===== config.mk =====
export PLATFORM = sky130hd
export DESIGN_NAME = spi_slave_responder_flat
export DESIGN_NICKNAME = d
export VERILOG_FILES = /design/src/rtl/spi_slave_responder_if.sv /design/src/rtl/spi_slave_responder.sv /design/src/flat_wrapper.sv
export SDC_FILE = /design/constraint.sdc
export NUM_CORES = 1
export LEC_CHECK = 0
export CORE_ASPECT_RATIO = 0.8
export CORE_MARGIN = 2
export CORE_UTILIZATION = 54
export DETAILED_ROUTE_END_ITERATION = 12
export PLACE_DENSITY_LB_ADDON = 0.15
export SYNTH_ARGS = -nofsm -noshare
export SYNTH_HDL_FRONTEND = slang
export SYNTH_SLANG_ARGS = --single-unit

===== constraint.sdc =====
create_clock -name clk -period 2.65 [get_ports clk]
set_clock_uncertainty 0.05 [all_clocks]
set_input_delay 0.53 -clock clk [delete_from_list [all_inputs] [get_ports clk]]
set_output_delay 0.53 -clock clk [all_outputs]
set_load 0.02 [all_outputs]

===== src/rtl/spi_slave_responder_if.sv =====
// SPI link pins, mode controls and local tx/rx handshake for spi_slave_responder.
interface spi_slave_responder_if #(
  parameter int DW = 32
);
  logic          sclk;
  logic          ss_n;
  logic          mosi;
  logic          miso;
  logic          miso_oe;
  logic          cpol;
  logic          cpha;
  logic          lsb_first;
  logic [DW-1:0] tx_data;
  logic          tx_valid;
  logic          tx_ready;
  logic [DW-1:0] rx_data;
  logic          rx_valid;
  logic          tx_underrun;
  logic          busy;

  modport master (
    output sclk, ss_n, mosi, cpol, cpha, lsb_first, tx_data, tx_valid,
    input  miso, miso_oe, tx_ready, rx_data, rx_valid, tx_underrun, busy
  );

  modport slave (
    input  sclk, ss_n, mosi, cpol, cpha, lsb_first, tx_data, tx_valid,
    output miso, miso_oe, tx_ready, rx_data, rx_valid, tx_underrun, busy
  );
endinterface


===== src/rtl/spi_slave_responder.sv =====
// SPI slave endpoint, modes 0-3: oversampled pins, one-word tx holding register,
// received words presented as a one-cycle rx_valid pulse.
module spi_slave_responder #(
  parameter int DW = 32
) (
  input  logic                 clk,
  input  logic                 rst_n,
  spi_slave_responder_if.slave bus
);
  localparam int CW = $clog2(DW + 1);

  typedef enum logic {IDLE, ACTIVE} state_t;
  state_t state, state_nx;

  logic [2:0]    sclk_s;
  logic [2:0]    ss_s;
  logic [1:0]    mosi_s;
  logic [DW-1:0] hold_data;
  logic          hold_full;
  logic [DW-1:0] tx_sr;
  logic [DW-1:0] rx_sr;
  logic [DW-1:0] rx_nx;
  logic [DW-1:0] rx_data_r;
  logic          rx_valid_r;
  logic [CW-1:0] cnt;
  logic          skip_drive;
  logic          reload_pend;

  logic ss_fall, ss_rise, lead, trail, sample_edge, drive_edge;
  logic load, clr, shift_tx, sample, skip_clr;

  // ss_n sync resets low so a frame already active at reset release never
  // produces a falling edge; the master must raise ss_n first.
  always_ff @(posedge clk or negedge rst_n) begin
    if (!rst_n) begin
      sclk_s <= '0;
      ss_s   <= '0;
      mosi_s <= '0;
    end else begin
      sclk_s <= {sclk_s[1:0], bus.sclk};
      ss_s   <= {ss_s[1:0], bus.ss_n};
      mosi_s <= {mosi_s[0], bus.mosi};
    end
  end

  assign ss_fall     = !ss_s[1] && ss_s[2];
  assign ss_rise     = ss_s[1] && !ss_s[2];
  assign lead        = (sclk_s[1] != bus.cpol) && (sclk_s[2] == bus.cpol);
  assign trail       = (sclk_s[1] == bus.cpol) && (sclk_s[2] != bus.cpol);
  assign sample_edge = bus.cpha ? trail : lead;
  assign drive_edge  = bus.cpha ? lead : trail;
  assign rx_nx       = bus.lsb_first ? {mosi_s[1], rx_sr[DW-1:1]}
                                     : {rx_sr[DW-2:0], mosi_s[1]};

  always_ff @(posedge clk or negedge rst_n) begin
    if (!rst_n) state <= IDLE;
    else        state <= state_nx;
  end

  always_comb begin
    state_nx = state;
    case (state)
      IDLE:    if (ss_fall) state_nx = ACTIVE;
      ACTIVE:  if (ss_rise) state_nx = IDLE;
      default: state_nx = IDLE;
    endcase
  end

  // cpha=1 reloads in the completion cycle (rx_valid_r high); cpha=0 reloads
  // on the drive edge that would otherwise shift past the last bit.
  always_comb begin
    load     = 1'b0;
    clr      = 1'b0;
    shift_tx = 1'b0;
    sample   = 1'b0;
    skip_clr = 1'b0;
    case (state)
      IDLE: load = ss_fall;
      ACTIVE: begin
        if (ss_rise) begin
          clr = 1'b1;
        end else begin
          sample = sample_edge;
          if (bus.cpha) begin
            load = rx_valid_r;
            if (drive_edge) begin
              if (skip_drive) skip_clr = 1'b1;
              else            shift_tx = 1'b1;
            end
          end else if (drive_edge) begin
            if (reload_pend) load     = 1'b1;
            else             shift_tx = 1'b1;
          end
        end
      end
      default: ;
    endcase
    bus.busy        = (state == ACTIVE);
    bus.miso_oe     = (state == ACTIVE);
    bus.miso        = (state == ACTIVE) && (bus.lsb_first ? tx_sr[0] : tx_sr[DW-1]);
    bus.tx_underrun = load && !hold_full;
    bus.tx_ready    = !hold_full;
    bus.rx_data     = rx_data_r;
    bus.rx_valid    = rx_valid_r;
  end

  always_ff @(posedge clk or negedge rst_n) begin
    if (!rst_n) begin
      hold_data   <= '0;
      hold_full   <= 1'b0;
      tx_sr       <= '0;
      rx_sr       <= '0;
      rx_data_r   <= '0;
      rx_valid_r  <= 1'b0;
      cnt         <= '0;
      skip_drive  <= 1'b0;
      reload_pend <= 1'b0;
    end else begin
      // A reload consumes the registered holding state, so a same-cycle
      // handshake lands in the holding register for the following word.
      if (load && hold_full) begin
        hold_full <= 1'b0;
      end else if (bus.tx_valid && !hold_full) begin
        hold_full <= 1'b1;
        hold_data <= bus.tx_data;
      end

      if (clr) begin
        tx_sr       <= '0;
        skip_drive  <= 1'b0;
        reload_pend <= 1'b0;
      end else if (load) begin
        tx_sr       <= hold_full ? hold_data : '0;
        skip_drive  <= bus.cpha;
        reload_pend <= 1'b0;
      end else begin
        if (shift_tx)
          tx_sr <= bus.lsb_first ? {1'b0, tx_sr[DW-1:1]} : {tx_sr[DW-2:0], 1'b0};
        if (skip_clr) skip_drive <= 1'b0;
      end

      rx_valid_r <= 1'b0;
      if (clr || (state == IDLE && ss_fall)) begin
        cnt <= '0;
      end else if (sample) begin
        rx_sr <= rx_nx;
        if (cnt == CW'(DW - 1)) begin
          cnt         <= '0;
          rx_data_r   <= rx_nx;
          rx_valid_r  <= 1'b1;
          reload_pend <= !bus.cpha;
        end else begin
          cnt <= cnt + CW'(1);
        end
      end
    end
  end
endmodule


===== src/flat_wrapper.sv =====
// flat-port wrapper written by rule: the top's interface ports become plain ports
module spi_slave_responder_flat 
#(
  parameter int DW = 32
)
  (clk, rst_n, bus_sclk, bus_ss_n, bus_mosi, bus_cpol, bus_cpha, bus_lsb_first, bus_tx_data, bus_tx_valid, bus_miso, bus_miso_oe, bus_tx_ready, bus_rx_data, bus_rx_valid, bus_tx_underrun, bus_busy);
  spi_slave_responder_if #(.DW(DW)) bus_i ();
  input  logic clk;
  input  logic rst_n;
  input wire logic [$bits(bus_i.sclk)-1:0] bus_sclk;
  input wire logic [$bits(bus_i.ss_n)-1:0] bus_ss_n;
  input wire logic [$bits(bus_i.mosi)-1:0] bus_mosi;
  input wire logic [$bits(bus_i.cpol)-1:0] bus_cpol;
  input wire logic [$bits(bus_i.cpha)-1:0] bus_cpha;
  input wire logic [$bits(bus_i.lsb_first)-1:0] bus_lsb_first;
  input wire logic [$bits(bus_i.tx_data)-1:0] bus_tx_data;
  input wire logic [$bits(bus_i.tx_valid)-1:0] bus_tx_valid;
  output wire logic [$bits(bus_i.miso)-1:0] bus_miso;
  output wire logic [$bits(bus_i.miso_oe)-1:0] bus_miso_oe;
  output wire logic [$bits(bus_i.tx_ready)-1:0] bus_tx_ready;
  output wire logic [$bits(bus_i.rx_data)-1:0] bus_rx_data;
  output wire logic [$bits(bus_i.rx_valid)-1:0] bus_rx_valid;
  output wire logic [$bits(bus_i.tx_underrun)-1:0] bus_tx_underrun;
  output wire logic [$bits(bus_i.busy)-1:0] bus_busy;
  assign bus_i.sclk = bus_sclk;
  assign bus_i.ss_n = bus_ss_n;
  assign bus_i.mosi = bus_mosi;
  assign bus_i.cpol = bus_cpol;
  assign bus_i.cpha = bus_cpha;
  assign bus_i.lsb_first = bus_lsb_first;
  assign bus_i.tx_data = bus_tx_data;
  assign bus_i.tx_valid = bus_tx_valid;
  assign bus_miso = bus_i.miso;
  assign bus_miso_oe = bus_i.miso_oe;
  assign bus_tx_ready = bus_i.tx_ready;
  assign bus_rx_data = bus_i.rx_data;
  assign bus_rx_valid = bus_i.rx_valid;
  assign bus_tx_underrun = bus_i.tx_underrun;
  assign bus_busy = bus_i.busy;
  spi_slave_responder #(.DW(DW)) u_core (.clk(clk), .rst_n(rst_n), .bus(bus_i));
endmodule

After elaboration in Yosys (flattened, before gate mapping)
Index checks and enable logic that the tools add are counted.
{ "word_totals": {"mem_count": 0, "latchBits": 0, "regBits": 147, "romBits": 0, "ram_bits": 0, "wordCells": 92, "out_inout_bits": 38, "inputBits": 41} }
{ "classes": {"shifts": 0, "reduce_logical": 21, "div": 0, "multipliers": 0, "n_eq_ne": 5, "add_sub_neg": 1, "n_bitwise": 3, "order_cmp": 0, "n_mux": 49} }
{ "op_table": {"columns": ["op", "n"], "rows": [
  ["$mux 32", 6],
  ["$mux 1", 38],
  ["$mux 6", 3],
  ["$logic_and 1x1->1", 9],
  ["$add 6x1->6 const B", 1],
  ["$eq 6x5->1 const B", 1],
  ["$reduce_bool 3->1", 2],
  ["$logic_not 1->1", 4],
  ["$pmux 1 s2", 2],
  ["$reduce_and 2->1", 2],
  ["$reduce_bool 2->1", 2],
  ["$not 1->1", 3],
  ["$reduce_and 3->1", 1],
  ["$eq 1x1->1", 2],
  ["$ne 1x1->1", 2],
  ["$logic_or 1x1->1", 1]
]} }

Depth between registers and ports, before layout
Gate-level depths: netlist of run 1.
{ "depth": {"depth_word": 12, "mapped_depth": 7, "mapped_depth_nobuf": 5} }

Worst setup path after synthesis of run 1
Ideal clock, no wire load.
{ "synth_path": {"kind": "input to output", "start": "in bus_cpol", "end": "out bus_tx_underrun", "t_required_ns": 2.070, "slack_ns": 0.105, "stages": 5, "n_path_buf": 1, "arrival_time_ns": 1.965, "cell_sequence": "or3b_4 -> a2111oi_4 -> buf_2 -> nor2_1 -> nor2_1"} }
{ "synth_via": {"elab_chain_cells": 8, "elab_cells_between_ends": 12, "classes_between": "eq/ne: 4; mux: 5; reduce/logical: 3"} }
{ "synth_lines": {"columns": ["element", "line", "text"], "rows": [
  ["start: declaration", "flat_wrapper.sv:13", "input wire logic [$bits(bus_i.cpol)-1:0] bus_cpol;"],
  ["$eq 1x1->1, or another cell as far along", "spi_slave_responder.sv:49", "assign trail = (sclk_s[1] == bus.cpol) && (sclk_s[2] != bus.cpol);"],
  ["$logic_and 1x1->1, on equally long branches", "spi_slave_responder.sv:49, spi_slave_responder.sv:48", null],
  ["$mux 1 *", "spi_slave_responder.sv:51", "assign drive_edge = bus.cpha ? lead : trail;"],
  ["$mux 1 *", "spi_slave_responder.sv:90", "end else if (drive_edge) begin"],
  ["$mux 1 *", "spi_slave_responder.sv:84", "if (bus.cpha) begin"],
  ["$mux 1 *", "spi_slave_responder.sv:80", "if (ss_rise) begin"],
  ["$pmux 1 s2 *", "spi_slave_responder.sv:77", "case (state)"],
  ["$logic_and 1x1->1 *", "spi_slave_responder.sv:101", "bus.tx_underrun = load && !hold_full;"],
  ["end: declaration", "flat_wrapper.sv:23", "output wire logic [$bits(bus_i.tx_underrun)-1:0] bus_tx_underrun;"]
]} }
Every way passes the cells marked *; elsewhere a longest branch is shown, timed or not.

Worst setup path after layout of run 1
{ "layout_path": {"start": "reg u_core.sclk_s[2]", "end": "out bus_tx_underrun"} }
{ "layout_via": {"elab_chain_cells": 8, "elab_cells_between_ends": 10, "classes_between": "eq/ne: 2; mux: 5; reduce/logical: 3"} }
{ "layout_lines": {"columns": ["element", "line", "text"], "rows": [
  ["start: declaration", "spi_slave_responder.sv:15", "logic [2:0] sclk_s;"],
  ["start signal: assignment", "spi_slave_responder.sv:40", "sclk_s <= {sclk_s[1:0], bus.sclk};"],
  ["$ne 1x1->1 or $eq 1x1->1 (tied branches)", "spi_slave_responder.sv:49, spi_slave_responder.sv:48", null],
  ["$logic_and 1x1->1, on equally long branches", "spi_slave_responder.sv:49, spi_slave_responder.sv:48", null],
  ["$mux 1 *", "spi_slave_responder.sv:51", null],
  ["$mux 1 *", "spi_slave_responder.sv:90", null],
  ["$mux 1 *", "spi_slave_responder.sv:84", null],
  ["$mux 1 *", "spi_slave_responder.sv:80", null],
  ["$pmux 1 s2 *", "spi_slave_responder.sv:77", null],
  ["$logic_and 1x1->1 *", "spi_slave_responder.sv:101", null]
]} }
Marked as above.

==> results.cfg, run 1 <==
[run_status]
outcome = finished clean

[floorplanning]
core_area_um2 = 12820
die_y_um = 106.3
die_w_um = 131.9
std_cell_rows = 37
start_util_pct = 55.13
dieArea_um2 = 14030
pin_count = 79

[routing]
wl_per_cell_um = 19.23
wirelength_um = 15170
detail-route-antenna-nets = 0
vias_per_cell = 6.093
drt_first_pass_iters = 4
vias = 4807
drtIter0Drc = 336
drc = 0

[sta]
min_period_over_period_pct = 97.00
hold_violations = 0
min_period_ns = 2.571
rsz0062_at_grt = true
slew_headroom_pct = 64.99
hold_slack_ns = 0.3006
max_slew.worst_pin.slew_ns = 0.5252
setup_slack_ns = 0.07939
finalMaxSlewViolations = 0
timing.fmax_mhz = 389.0
fin_setup_tns_ns = 0
setup_violations = 0

[power_and_ir_drop]
p_seq_share_pct = 46.1
design_power_total_mw = 6.661
p_int_mw = 4.783
leakagePower_nw = 3.792
power_density_nw_per_um2 = 761.0
p_clk_share_pct = 35.5
power.switching_mw = 1.878
sw_frac_of_total_pct = 28.20
vdd_drop_max_uv = 519.6
comb_power_share_pct = 18.4

[yosys]
yosys.cell_types.count = 50
synth-compound-area-share_pct = 13.56
synthAdderAreaFrac_pct = 0.1770
syn_area_um2 = 7069
synth_most_common_cell = dfrtp_1
synth_common_cells = 147 x dfrtp_1, 126 x mux2_2, 65 x o2111ai_1, 36 x mux2i_1, 27 x clkbuf_1
yosys.area_share.xor_xnor_pct = 0.3540
synth_fp_nets = 567
synth.area.top_cells = dfrtp_1 52%, mux2_2 20%, o2111ai_1 8.1%, mux2i_1 5.1%, o311ai_0 2.7%
synth_seq_area_share_pct = 52.04
synth_top_area_share_pct = 52.04
synthSimpleGateAreaFrac_pct = 4.442
ys_warn_count = 0
synthArstFlopShare_pct = 100.0
synth_cells = 525
synth_ff_type = dfrtp_1
synth.avg_cell_area_um2 = 13.47
muxShareOfSynthArea_pct = 25.68
yosys.area.top_type = dfrtp_1
ys_ff_latch = 147
synth_top_family_by_area = multiplexers
synth-edff-count = 0

[global_routing]
grt_pass1_vias = 4895
grt_max_degree = 59
antenna_found_initial = 0
grt_use_total_pct = 23.01
gr-total-overflow = 0
grt_pass1_wl_um = 25940

[setup_path]
crit_path_end = bus_tx_underrun
crit_family = simple AND/OR/NAND/NOR gates
critPathCaptureType = output port
crit_slowest_cell = or3b_4
slowest_delay_ns = 0.42
worst-path-buf-inv = 1
critPathLaunch = u_core.sclk_s[2]
crit_chain = or3b_4 > a2111oi_4 > nor2_2 > nor2_2 > buf_6
cpMostUsedCell = nor2_2
worstReg2RegEnd = u_core.tx_sr[27]
r2r_start = u_core.sclk_s[2]
cp-start-kind = register
path_depth = 5
critPathKind = reg -> out
crit_fanout = 4
reg2reg_depth = 5
reg2reg_setup_slack_ns = 0.54
crit_arrival_ns = 1.99
worst_ep_required_time_ns = 2.07

[clocking]
cts_sinks = 147
cts_tree = yes
clk_latency_ns = 0.42
path_clk_slew_ns = 0.06
cts_buffer_depth = 2
htree_levels = 4
cts_buffers = 17
cts_root_buf = clkbuf_16
post_cts_buffers = 0

[place]
dp_cells = 756
portBuffers = 78
place_congestion = 0.8095
dp_slack_ns = -0.6392
place_area_um2 = 8139
hpwl_um = 9628

[finish]
layout.nets = 643
final_core_util_pct = 68.26
final_cell_count_no_fill = 789
syn2layout_area_growth_pct = 23.82
design_area_um2 = 8753
num_antenna_cells = 0
drive_gt1_share_pct = 33.55

[flow_run]
cap_violations = 0

[worst_hold_path]
worstHoldPathType = reg -> reg
power groups by stage:
stage                     clock network (mW)  logic [mW]  registers [mW]
after detailed placement                   0        1.23            3.10
final                                   2.36        1.23            3.07
after floorplan                            0       0.903            2.98
after global routing                    2.51        1.34            3.14
after global placement                     0        1.18            3.08
after CTS                               2.41        1.23            3.07
kinds of logic after synthesis:
logic type | after synthesis
buffers and inverters | 54
adders and majority gates | 1
DFF | 147
AOI/OAI and AO/OA | 108
and+or+nand+nor | 48
muxes | 165
xor gates and xnor gates | 2
timing repair:
item	4_1_cts	5_1_grt
resized for setup	10	3
endpoints found under the hold margin	20	0
endpoints found under the setup margin	1	1
pin swaps	5	2
hold buffers	1	0
per-layer routing:
layer  vias to the layer above  GRT usage [%]  part of all wire (%)
li1                       2237              -                     -
met4                         0          7.919                   1.1
met5                         -              0                     0
met2                       114          35.86                    47
met3                        12          4.626                   3.9
met1                      2444          32.36                    48
cells in the final DEF (no fill, tap or decap), types with 4 or more instances in the layout:
| master | n |
|---|---|
| nor2_1 | 5 |
| clkinv_4 | 5 |
| o2111ai_1 | 65 |
| nor2b_1 | 4 |
| clkbuf_16 | 17 |
| mux2i_1 | 35 |
| mux2_2 | 126 |
| clkdlybuf4s50_1 | 73 |
| dfrtp_1 | 147 |
| buf_4 | 23 |
| o311ai_1 | 10 |
| nand2_1 | 7 |
| o311ai_0 | 22 |
| buf_12 | 7 |
final cells by class:
| cell class | count | area, um2 |
|---|---|---|
| clock inverter | 15 | 158.9 |
| clock buffer | 17 | 425.4 |
| multi-input combinational | 324 | 3154 |
| timing repair buffer | 110 | 1114 |
| inverter | 1 | 3.754 |
| sequential | 147 | 3679 |
| fill | 938 | 4070 |
| tap | 175 | 219.0 |
sequential cells by signal, indices dropped and copies added, names as in the netlist:
register and cells:
u_core.cnt 6, u_core.bus.rx_data 32, u_core.bus.rx_valid 1, u_core.rx_sr 32, u_core.ss_s 3, u_core.reload_pend 1, u_core.sclk_s 3, u_core.bus.busy 1
u_core.hold_data 32, u_core.tx_sr 32, u_core.skip_drive 1, u_core.mosi_s 2, u_core.hold_full 1
worst min-delay path by stage:
stage | cells past startpoint | slack (ns) | end | startpoint
final | 0 | 0.30 | u_core.mosi_s[1] | u_core.mosi_s[0]
after global routing | 0 | 0.32 | u_core.mosi_s[1] | u_core.mosi_s[0]
after CTS | 0 | 0.30 | u_core.mosi_s[1] | u_core.mosi_s[0]
after detailed placement | 0 | 0.29 | u_core.mosi_s[1] | u_core.mosi_s[0]
after global placement | 0 | 0.29 | u_core.mosi_s[1] | u_core.mosi_s[0]
after floorplan | 0 | 0.18 | u_core.bus.busy | rst_n
Power figures use the tool's default switching activity.
==> run 2, diff against run 1 <==
Settings changed: CELL_PAD_IN_SITES_DETAIL_PLACEMENT from default to 1, CELL_PAD_IN_SITES_GLOBAL_PLACEMENT from default to 1, CORE_UTILIZATION 54 to 46.
==> results.cfg, run 2 (synthesis gave the netlist of run 1 again) <==
[run_status]
outcome = finished clean

[floorplanning]
core_area_um2 = 15010
pin_count = 79
die_y_um = 114.9
die_w_um = 142.6
dieArea_um2 = 16380
std_cell_rows = 40
start_util_pct = 47.08

[finish]
num_antenna_cells = 0
final_core_util_pct = 58.42
final_common_cell = dfrtp_1
most-common-layout-cells = 147 x dfrtp_1, 126 x mux2_2, 73 x clkdlybuf4s50_1
final_cell_count_no_fill = 806
multi_input_area_um2 = 3143
fillerInstances = 1466
design_area_um2 = 8771
layout.nets = 647
drive_gt1_share_pct = 32.90
syn2layout_area_growth_pct = 24.07
seqCellArea_um2 = 3679

[routing]
wirelength_um = 17280
vias = 4953
detail-route-antenna-nets = 0
drtIter0Drc = 338
wl_per_cell_um = 21.44
drt_first_pass_iters = 4
vias_per_cell = 6.145
drc = 0

[setup_path]
crit_fanout = 13
worstReg2RegEnd = u_core.tx_sr[24]
cp-start-kind = register
reg2reg_setup_slack_ns = 0.19
crit_arrival_ns = 2.01
reg2reg_depth = 8
critPathCaptureType = output port
critPathKind = reg -> out
worst_ep_required_time_ns = 2.07
r2r_start = u_core.sclk_s[2]

[power_and_ir_drop]
vdd_drop_max_uv = 477.5
design_power_total_mw = 6.714
power_density_nw_per_um2 = 765.5
leakagePower_nw = 3.813

[sta]
slew_headroom_pct = 60.60
hold_slack_ns = 0.02551
fin_setup_tns_ns = 0
setup_slack_ns = 0.06473
max_slew.worst_pin.slew_ns = 0.5910
setup_violations = 0
timing.fmax_mhz = 386.8
hold_violations = 0
finalMaxSlewViolations = 0
min_period_ns = 2.585
min_period_over_period_pct = 97.56

[global_routing]
top_usage_layer = met2
grt_use_total_pct = 22.51
gr-total-overflow = 0
grt.met1_usage_pct = 30.73
grt_pass1_vias = 5299
grt_max_degree = 62
gr-usage-met2_pct = 36.51
gr-usage-met3_pct = 5.289
grt_pass1_wl_um = 28730
antenna_found_initial = 0

[clocking]
cts_buffers = 17
hold_buffers = 0
cts_tree = yes
cts_buffer_depth = 2
htree_levels = 4
clk_latency_ns = 0.43
cts_root_buf = clkbuf_16
path_clk_slew_ns = 0.06
cts_sinks = 147

[place]
portBuffers = 78
place_congestion = 0.8192
hpwl_um = 10540
dp_slack_ns = -0.4882
place_area_um2 = 8149
dp_cells = 769

[flow_run]
cap_violations = 0

[worst_hold_path]
worstHoldPathType = in -> async
==> run 2: layer usage <==
metal,vias to the layer above,part of all wire [%]
met3,18,3.5
met4,0,1.2
li1,2249,-
met1,2591,46
met5,-,0
met2,95,49
==> run 2: worst max-delay path, stage by stage (launching register included) <==
cell	delay [ns]
dfrtp_1	0.51
and4b_1	0.26
or3_1	0.40
nor2_2	0.18
nor2_1	0.07
buf_4	0.16
==> run 2: power by group <==
group	total (mW)	switching (mW)	internal, mW
registers	3.09	0.363	2.73
clock network	2.38	0.948	1.43
logic	1.24	0.592	0.651
==> run 2: worst max-delay path by stage <==
stage                          startpoint              end  slack, ns
after floorplan                  bus_cpol  bus_tx_underrun       0.11
after global placement           bus_cpol  bus_tx_underrun      -0.47
after detailed placement         bus_cpol  bus_tx_underrun      -0.49
after CTS                        bus_cpol  bus_tx_underrun      0.003
after global routing      u_core.bus.busy  bus_tx_underrun      -0.01
final                     u_core.bus.busy  bus_tx_underrun       0.06
==> run 2: final cells by class <==
type                    count  area share (%)
repair buffers            114           12.97
clock buffers              23           5.335
flip-flops and latches    147           41.94
clock inverters             8           1.184
inverters                   1         0.04280
multi-input cells         324           35.83
well taps                 189           2.696
==> run 2: repair_timing <==
item                       4_1_cts  5_1_grt
setup endpoints to repair        1        1
pin swaps                        2        5
resized for setup                5        3
setup buffers                    2        4
gates cloned                     0        0
==> run 3, diff against run 2 <==
Settings changed: CTS_CLUSTER_DIAMETER from default to 120.
==> results of run 3 <==
Same layout as run 2: the final DEF is identical, and so are final timing and power.
